`src/rtl/stream_idct_2d_ctrl.sv`:
```
// rtl/stream_idct_2d_ctrl.sv - sequences one shared 1D IDCT core through row and column passes of an 8x8 block
// Optional feature macro: IDCT_2D_CTRL_OVERLAP_EN (next block's rows may enter while columns drain)
module stream_idct_2d_ctrl #(
  parameter int COEF_WIDTH = 16
) (
  input  logic                    aclk,
  input  logic                    aresetn,
  input  logic [8*COEF_WIDTH-1:0] in_ch_t_data,
  input  logic                    in_ch_t_valid,
  input  logic                    in_ch_t_last,
  output logic                    in_ch_t_ready,
  output logic [8*COEF_WIDTH-1:0] idct_in_t_data,
  output logic                    idct_in_t_valid,
  output logic                    idct_in_t_last,
  output logic [COEF_WIDTH-1:0]   idct_in_t_strb,
  output logic [COEF_WIDTH-1:0]   idct_in_t_keep,
  output logic                    idct_in_t_id,
  output logic                    idct_in_t_dest,
  output logic                    idct_in_t_user,
  input  logic                    idct_in_t_ready,
  input  logic [8*COEF_WIDTH-1:0] idct_out_t_data,
  input  logic                    idct_out_t_valid,
  output logic                    idct_out_t_ready,
  output logic [8*COEF_WIDTH-1:0] out_ch_t_data,
  output logic                    out_ch_t_valid,
  output logic                    out_ch_t_last,
  output logic [COEF_WIDTH-1:0]   out_ch_t_strb,
  output logic [COEF_WIDTH-1:0]   out_ch_t_keep,
  output logic                    out_ch_t_id,
  output logic                    out_ch_t_dest,
  output logic                    out_ch_t_user,
  input  logic                    out_ch_t_ready,
  output logic                    busy,
  output logic                    err_last
);

  localparam int W = COEF_WIDTH;

  typedef enum logic [1:0] {ROWS = 2'd0, WAIT_T = 2'd1, COLS = 2'd2, DRAIN = 2'd3} state_t;

  state_t         state, state_nxt;
  logic [2:0]     issue_cnt;
  logic [3:0]     res_cnt;
  logic           rows_landed;
  logic [W-1:0]   tbuf [8][8];
  logic [8*W-1:0] col_data;
  logic           in_hs, idct_in_hs, idct_out_hs, out_hs;
  logic           row_res_hs, last_row_done;

  assign in_hs         = in_ch_t_valid && in_ch_t_ready;
  assign idct_in_hs    = idct_in_t_valid && idct_in_t_ready;
  assign idct_out_hs   = idct_out_t_valid && idct_out_t_ready;
  assign out_hs        = out_ch_t_valid && out_ch_t_ready;
  assign row_res_hs    = idct_out_hs && !res_cnt[3];
  assign last_row_done = row_res_hs && (res_cnt[2:0] == 3'd7);

  assign idct_in_t_strb = '1;
  assign idct_in_t_keep = '1;
  assign idct_in_t_id   = 1'b0;
  assign idct_in_t_dest = 1'b0;
  assign idct_in_t_user = 1'b0;
  assign out_ch_t_strb  = '1;
  assign out_ch_t_keep  = '1;
  assign out_ch_t_id    = 1'b0;
  assign out_ch_t_dest  = 1'b0;
  assign out_ch_t_user  = 1'b0;

  assign busy = (state != ROWS) || (issue_cnt != 3'd0) || (res_cnt != 4'd0);

  // Issue FSM state register
  always_ff @(posedge aclk or negedge aresetn) begin
    if (!aresetn) state <= ROWS;
    else          state <= state_nxt;
  end

  // Issue FSM next state; WAIT_T also releases on the cycle the eighth row result lands
  always_comb begin
    state_nxt = state;
    case (state)
      ROWS:   if (idct_in_hs && issue_cnt == 3'd7) state_nxt = WAIT_T;
      WAIT_T: if (rows_landed || last_row_done) state_nxt = COLS;
      COLS:   if (idct_in_hs && issue_cnt == 3'd7) begin
`ifdef IDCT_2D_CTRL_OVERLAP_EN
        state_nxt = ROWS;
`else
        state_nxt = DRAIN;
`endif
      end
      DRAIN:  if (out_hs && res_cnt == 4'd15) state_nxt = ROWS;
      default: state_nxt = ROWS;
    endcase
  end

  // Issue FSM outputs: route either the input stream or a buffer column into the core
  always_comb begin
    in_ch_t_ready   = 1'b0;
    idct_in_t_valid = 1'b0;
    idct_in_t_data  = in_ch_t_data;
    idct_in_t_last  = 1'b0;
    case (state)
      ROWS: begin
        in_ch_t_ready   = idct_in_t_ready;
        idct_in_t_valid = in_ch_t_valid;
      end
      COLS: begin
        idct_in_t_valid = 1'b1;
        idct_in_t_data  = col_data;
        idct_in_t_last  = (issue_cnt == 3'd7);
      end
      default: ;
    endcase
  end

  // Column k of the transpose buffer gathered for the current column index
  always_comb begin
    col_data = '0;
    for (int k = 0; k < 8; k++) col_data[k*W +: W] = tbuf[k][issue_cnt];
  end

  // Result routing: first 8 results go to the buffer, last 8 pass straight downstream
  always_comb begin
    idct_out_t_ready = res_cnt[3] ? out_ch_t_ready : 1'b1;
    out_ch_t_valid   = res_cnt[3] && idct_out_t_valid;
    out_ch_t_data    = idct_out_t_data;
    out_ch_t_last    = (res_cnt == 4'd15);
  end

  // Issue/result counters, row-landed flag and framing error pulse.
  // rows_landed remembers that this block's row results are all in the buffer; res_cnt == 8
  // alone is ambiguous when the previous block's columns are still draining with overlap.
  always_ff @(posedge aclk or negedge aresetn) begin
    if (!aresetn) begin
      issue_cnt   <= 3'd0;
      res_cnt     <= 4'd0;
      rows_landed <= 1'b0;
      err_last    <= 1'b0;
    end else begin
      if (idct_in_hs)  issue_cnt <= issue_cnt + 3'd1;
      if (idct_out_hs) res_cnt   <= res_cnt + 4'd1;
      if (state == WAIT_T && state_nxt == COLS) rows_landed <= 1'b0;
      else if (last_row_done)                   rows_landed <= 1'b1;
      err_last <= in_hs && (in_ch_t_last != (issue_cnt == 3'd7));
    end
  end

  // Transpose buffer write of row results; contents intentionally not reset
  always_ff @(posedge aclk) begin
    if (row_res_hs) begin
      for (int c = 0; c < 8; c++) tbuf[res_cnt[2:0]][c] <= idct_out_t_data[c*W +: W];
    end
  end

endmodule
```
`config.mk`:
```
export PLATFORM = sky130hd
export DESIGN_NAME = stream_idct_2d_ctrl
export DESIGN_NICKNAME = d
export VERILOG_FILES = /design/src/rtl/stream_idct_2d_ctrl.sv
export SDC_FILE = /design/constraint.sdc
export NUM_CORES = 1
export LEC_CHECK = 0
export BUFFER_PORTS_ARGS = -buffer_cell sky130_fd_sc_hd__buf_2
export CAP_MARGIN = 40
export CORE_UTILIZATION = 53
export CTS_CLUSTER_DIAMETER = 60
export CTS_CLUSTER_SIZE = 25
export DETAILED_ROUTE_END_ITERATION = 10
export PLACE_DENSITY = 0.75
export REMOVE_ABC_BUFFERS = 1
export SYNTH_ARGS = -nofsm -noshare
export SYNTH_HDL_FRONTEND = slang
export SYNTH_SLANG_ARGS = --single-unit
```
`constraint.sdc`:
```
create_clock -name aclk -period 22.9 [get_ports aclk]
set_input_delay 1.145 -clock aclk [delete_from_list [all_inputs] [get_ports aclk]]
set_output_delay 1.145 -clock aclk [all_outputs]
set_load 0.005 [all_outputs]
```
# Word-level counts from Yosys, hierarchy flattened
# Memories as Yosys holds them, arrays and structs flattened.
# Index checks and enable logic that the tools add are counted.
# word_totals
n_memories,1
ram_bits,1024
output_inout_bits,334
wordCells,76
reg_bits,11
inputBits,263
# op_classes
bitwise_logic,1
n_lt_le_gt_ge,1
n_mux,38
n_eq_ne,8
reduce_logical,20
add_sub_neg,2
# memory_table
memory,words,word_bits,rd,rd_ports_with_merged_regs,wr,line_no,text
tbuf,8,128,8,0,1,45,logic [W-1:0] tbuf [8][8];
# op_table
operator,n
binary-select mux 16 bit (select 3 bit),8
2-to-1 mux 16 bit,16
2-to-1 mux 128 bit,1
logical AND 1 bit,11
2-to-1 mux 2 bit,4
one-hot mux 2 bit (4 select lines),1
2-to-1 mux 1 bit,7
== test 2 bit (second input constant),3
== test 3 bit (second input constant),2
adder 4 x 1 -> 4 bit (second input constant),1
== test 4 bit (second input constant),1
greater-or-equal comparator 4 bit (second input constant),1
inverter 3 -> 4 bit,1
nonzero test 2 bit,2
nonzero test 4 bit,1
adder 3 x 1 -> 3 bit (second input constant),1
logical OR 1 bit,3
nonzero test 3 bit,1
== test 2 x 1 -> 1 bit (second input constant),1
logical NOT 2 bit,1
one-hot mux 1 bit (2 select lines),1
logical NOT 1 bit,1
inequality test 1 bit,1

# Logic depth before layout (Yosys ltp)
# logic_depth
depth_word,10
mapped_depth,6
ltp_nobuf,5

# Worst setup path after synthesis
# No wires, ideal clock.
# synth_path
path_type,input -> register
from,in idct_out_t_valid
to,"mem tbuf[0][0] (netlist name), enable pin"
path_slack_ns,12.081
arrival_ns,10.047
stages,3
setup_time_ns,0.772
path_cell_list,nor2b_1 > nand2b_1 > nor3_1
# synth_via
elab_chain_cells,4
# synth_lines
item,line_no,text
from (decl),22,"input logic idct_out_t_valid,"
logical AND 1 bit,52,assign idct_out_hs = idct_out_t_valid && idct_out_t_ready;
logical AND 1 bit,54,assign row_res_hs = idct_out_hs && !res_cnt[3];
2-to-1 mux 1 bit,148,if (row_res_hs) begin
2-to-1 mux 1 bit (not written as such),149,for (int c = 0; c < 8; c++) tbuf[res_cnt[2:0]][c] <= idct_out_t_data[c*W +: W];
to (decl),45,
# No other way between the ends.

# Worst setup path after layout
# layout_path
from,reg issue_cnt[0]
to,out idct_in_t_data[44]
# layout_via
elab_chain_cells,5
# layout_lines
item,line_no,text
from (decl),42,logic [2:0] issue_cnt;
from (signal assigned),138,if (idct_in_hs) issue_cnt <= issue_cnt + 3'd1;
inverter 3 -> 4 bit (not written as such),117,for (int k = 0; k < 8; k++) col_data[k*W +: W] = tbuf[k][issue_cnt];
binary-select mux 16 bit (select 3 bit),117,
2-to-1 mux 16 bit (not written as such) (2 in a row),117,
2-to-1 mux 128 bit,100,case (state)
to (decl),12,"output logic [8*COEF_WIDTH-1:0] idct_in_t_data,"
# No other way between the ends. The select of a mux whose other input is x is not followed.

==> results.cfg <==
[run_status]
status = complete, no violations

[timing]
layout_worst_path_cycle_share_pct = 23.26
rsz0062_at_grt = no
whs_ns = 0.3535
finalSetupViolCount = 0
period_minus_slack_ns = 5.327
clock_skew_ns = 0.02490
tightest_slew_ns = 0.9678
setup_tns_ns = 0
max_freq_mhz = 187.7
report.final.slew_viol_count = 0
slew_headroom_pct = 35.48
hold_violations = 0

[floorplanning]
die_area_um2 = 81490
core_area_um2 = 79260
rows = 103
io_pins = 597
die_w_um = 285.5
fp.dieH_um = 285.5
start_util_pct = 53.73

[detailed_routing]
ant_nets = 0
drt-total-wl_mm = 93.81
drtIter0Drc = 1658
drtPass1Iterations = 5
vias_per_cell = 5.837
post-route-drc-count = 0
vias = 22960
wl_per_cell_um = 23.85

[setup_path]
cp-end-kind = output pin
cp_slowest_stage_delay_ns = 0.77
cp_num_buf_inv = 4
crit_fanout = 129
worstPathCellList = buf_12 > buf_12 > buf_4 > mux2i_1 > a22o_1 > o31ai_1 > buf_2
worst-setup-path-type = reg -> out
critPathLaunchType = flop
cp.required_ns = 21.76
slowest_stage = buf_4
cp.arrival_ns = 4.18
path_delay_family = buffers and inverters
crit_top_cell = buf_12

[final_layout]
nets = 3099
layout_commonest_cell = edfxtp_1
layout_common_cells = 1,024 x edfxtp_1, 526 x buf_2, 261 x mux2_2, 256 x mux2i_1, 138 x nand2_1
n_fill_cell = 5826
final_util_pct = 59.71
area_delta_synth_final_pct = 11.14
drive_gt1_share_pct = 33.43

[logic_synthesis]
synthCells = 2465
synth_area_leader_cell = edfxtp_1
synth.distinct_cells = 35
yosysWarnings = 0
synth.avg_cell_area_um2 = 17.28
synth-edff-count = 1024
synth_seq_cells = 1035
syn_area_um2 = 42590
synthTopCellsByArea = edfxtp_1 72%, mux2_2 6.9%, mux2i_1 6.0%
yosysSeqAreaShare_pct = 72.85
ys.flop_type = edfxtp_1
async_flop_share_pct = 1.063
yosys.area.top_type_share_pct = 72.21

[place]
hpwlAfterDp_mm = 58.90
portBuffers = 526
routabilityCongestion = 0.8198

[global_routing]
antenna_found_initial = 3
grt_max_degree = 130
grt_pass1_vias = 23310
grt_use_total_pct = 22.58
grt_pass1_wl_mm = 140.7
grt_overflow_total = 0

[power]
p_leak_nw = 17.00
total_power_mw = 5.381
ir_drop_mv = 0.07448
cellPowerDensity_nw_per_um2 = 113.7

[clock_network]
cts_resized = 0
clk_latency_ns = 0.65
htreeDepth = 2
clockBufferDepth = 3
ctsHoldBuffers = 0
postCtsSetupBuffers = 0
cts.clk_slew.worst_paths_ns = 0.09
root_buffer = clkbuf_16
cts_tree = done
cts_sinks = 1035
numCtsBuffers = 61

[flow_run]
drv_cap = 0

[min_path]
hold_path_class = in -> async
## cell families (layout without fill, tap and decap cells)
group / count (synthesis) / after routing / share of synthesized area, %
AOI/OAI and AO/OA: 391 / 391 / 6.981
xor gates and xnor gates: 3 / 3 / 0.06171
adders and majority gates: 6 / 6 / 0.1763
buffers and inverters: 346 / 694 / 5.438
DFF: 1035 / 1035 / 72.85
muxes: 517 / 517 / 12.92
other: 2 / 72 / 0.01763
and+or+nand+nor: 165 / 165 / 1.554
## through the flow
| step | std cells | instance area [µm²] | setup slack (ns) |
|---|---|---|---|
| floorplan | 2193 | 40550 | 6.701 |
| detailed placement | 3817 | 45210 | 18.37 |
| finish | 3933 | 47330 | 17.57 |
| global placement | 3804 | 44870 | 17.84 |
| global route | 3932 | 47330 | 17.39 |
| CTS | 3931 | 47320 | 17.60 |
## layer usage
layer / global-route usage, % / share of wire [%] / up-vias
li1: - / - / 10200
met1: 31.35 / 43 / 11770
met2: 38.17 / 50 / 883
met3: 2.416 / 5.3 / 113
met4: 6.110 / 2.2 / 0
met5: 0 / 0 / -
## state kept, by name, indices dropped and copies added (netlist names)
register	flops
state	2
res_cnt	4
rows_landed	1
tbuf	1024
issue_cnt	3
err_last	1
## layout make-up
class / count / area, µm² / share of cell area (%)
inverter: 6 / 22.52 / 0.04759
multi-input combinational: 1152 / 9593 / 20.27
clock inverter: 45 / 526.8 / 1.113
tap: 1050 / 1314 / 2.776
timing repair buffer: 574 / 3251 / 6.868
antenna: 2 / 5.005 / 0.01057
clock buffer: 69 / 1588 / 3.355
sequential: 1035 / 31030 / 65.56
## path summary, 6_finish.rpt
check / start / depth (start not counted) / slack [ns] / to
min: aresetn / 1 / 0.35 / issue_cnt[0]$_DFFE_PN0P_
max: issue_cnt[0]$_DFFE_PN0P_ / 7 / 17.57 / idct_in_t_data[44]
min reg2reg: rows_landed$_DFFE_PN0P_ / 2 / 0.58 / rows_landed$_DFFE_PN0P_
min in group aclk: rows_landed$_DFFE_PN0P_ / 2 / 0.58 / rows_landed$_DFFE_PN0P_
max in group asynchronous: aresetn / 1 / 22.32 / issue_cnt[0]$_DFFE_PN0P_
max reg2reg: res_cnt[3]$_DFFE_PN0P_ / 6 / 20.01 / tbuf[5][42]$_DFFE_PP_
## where the power goes
part	internal [mW]	switching, mW	leakage [nW]	total (mW)
registers	2.23	0.0524	9.36	2.28
clock network	0.548	0.652	1.03	1.20
logic	0.803	1.10	6.61	1.90
## cells in the mapped netlist (all sizes together), types with 2 or more instances
library cell,instances
o31ai,128
inv,6
nor3,3
clkbuf,64
mux2,261
dfrtp,11
nand2,139
ha,6
conb,2
o22ai,128
edfxtp,1024
and3,2
nand2b,4
a22o,128
mux2i,256
o21ai,2
buf,276
xnor2,2
nor2,10
nor2b,2
Note: power is estimated with default switching activity, not from simulation.
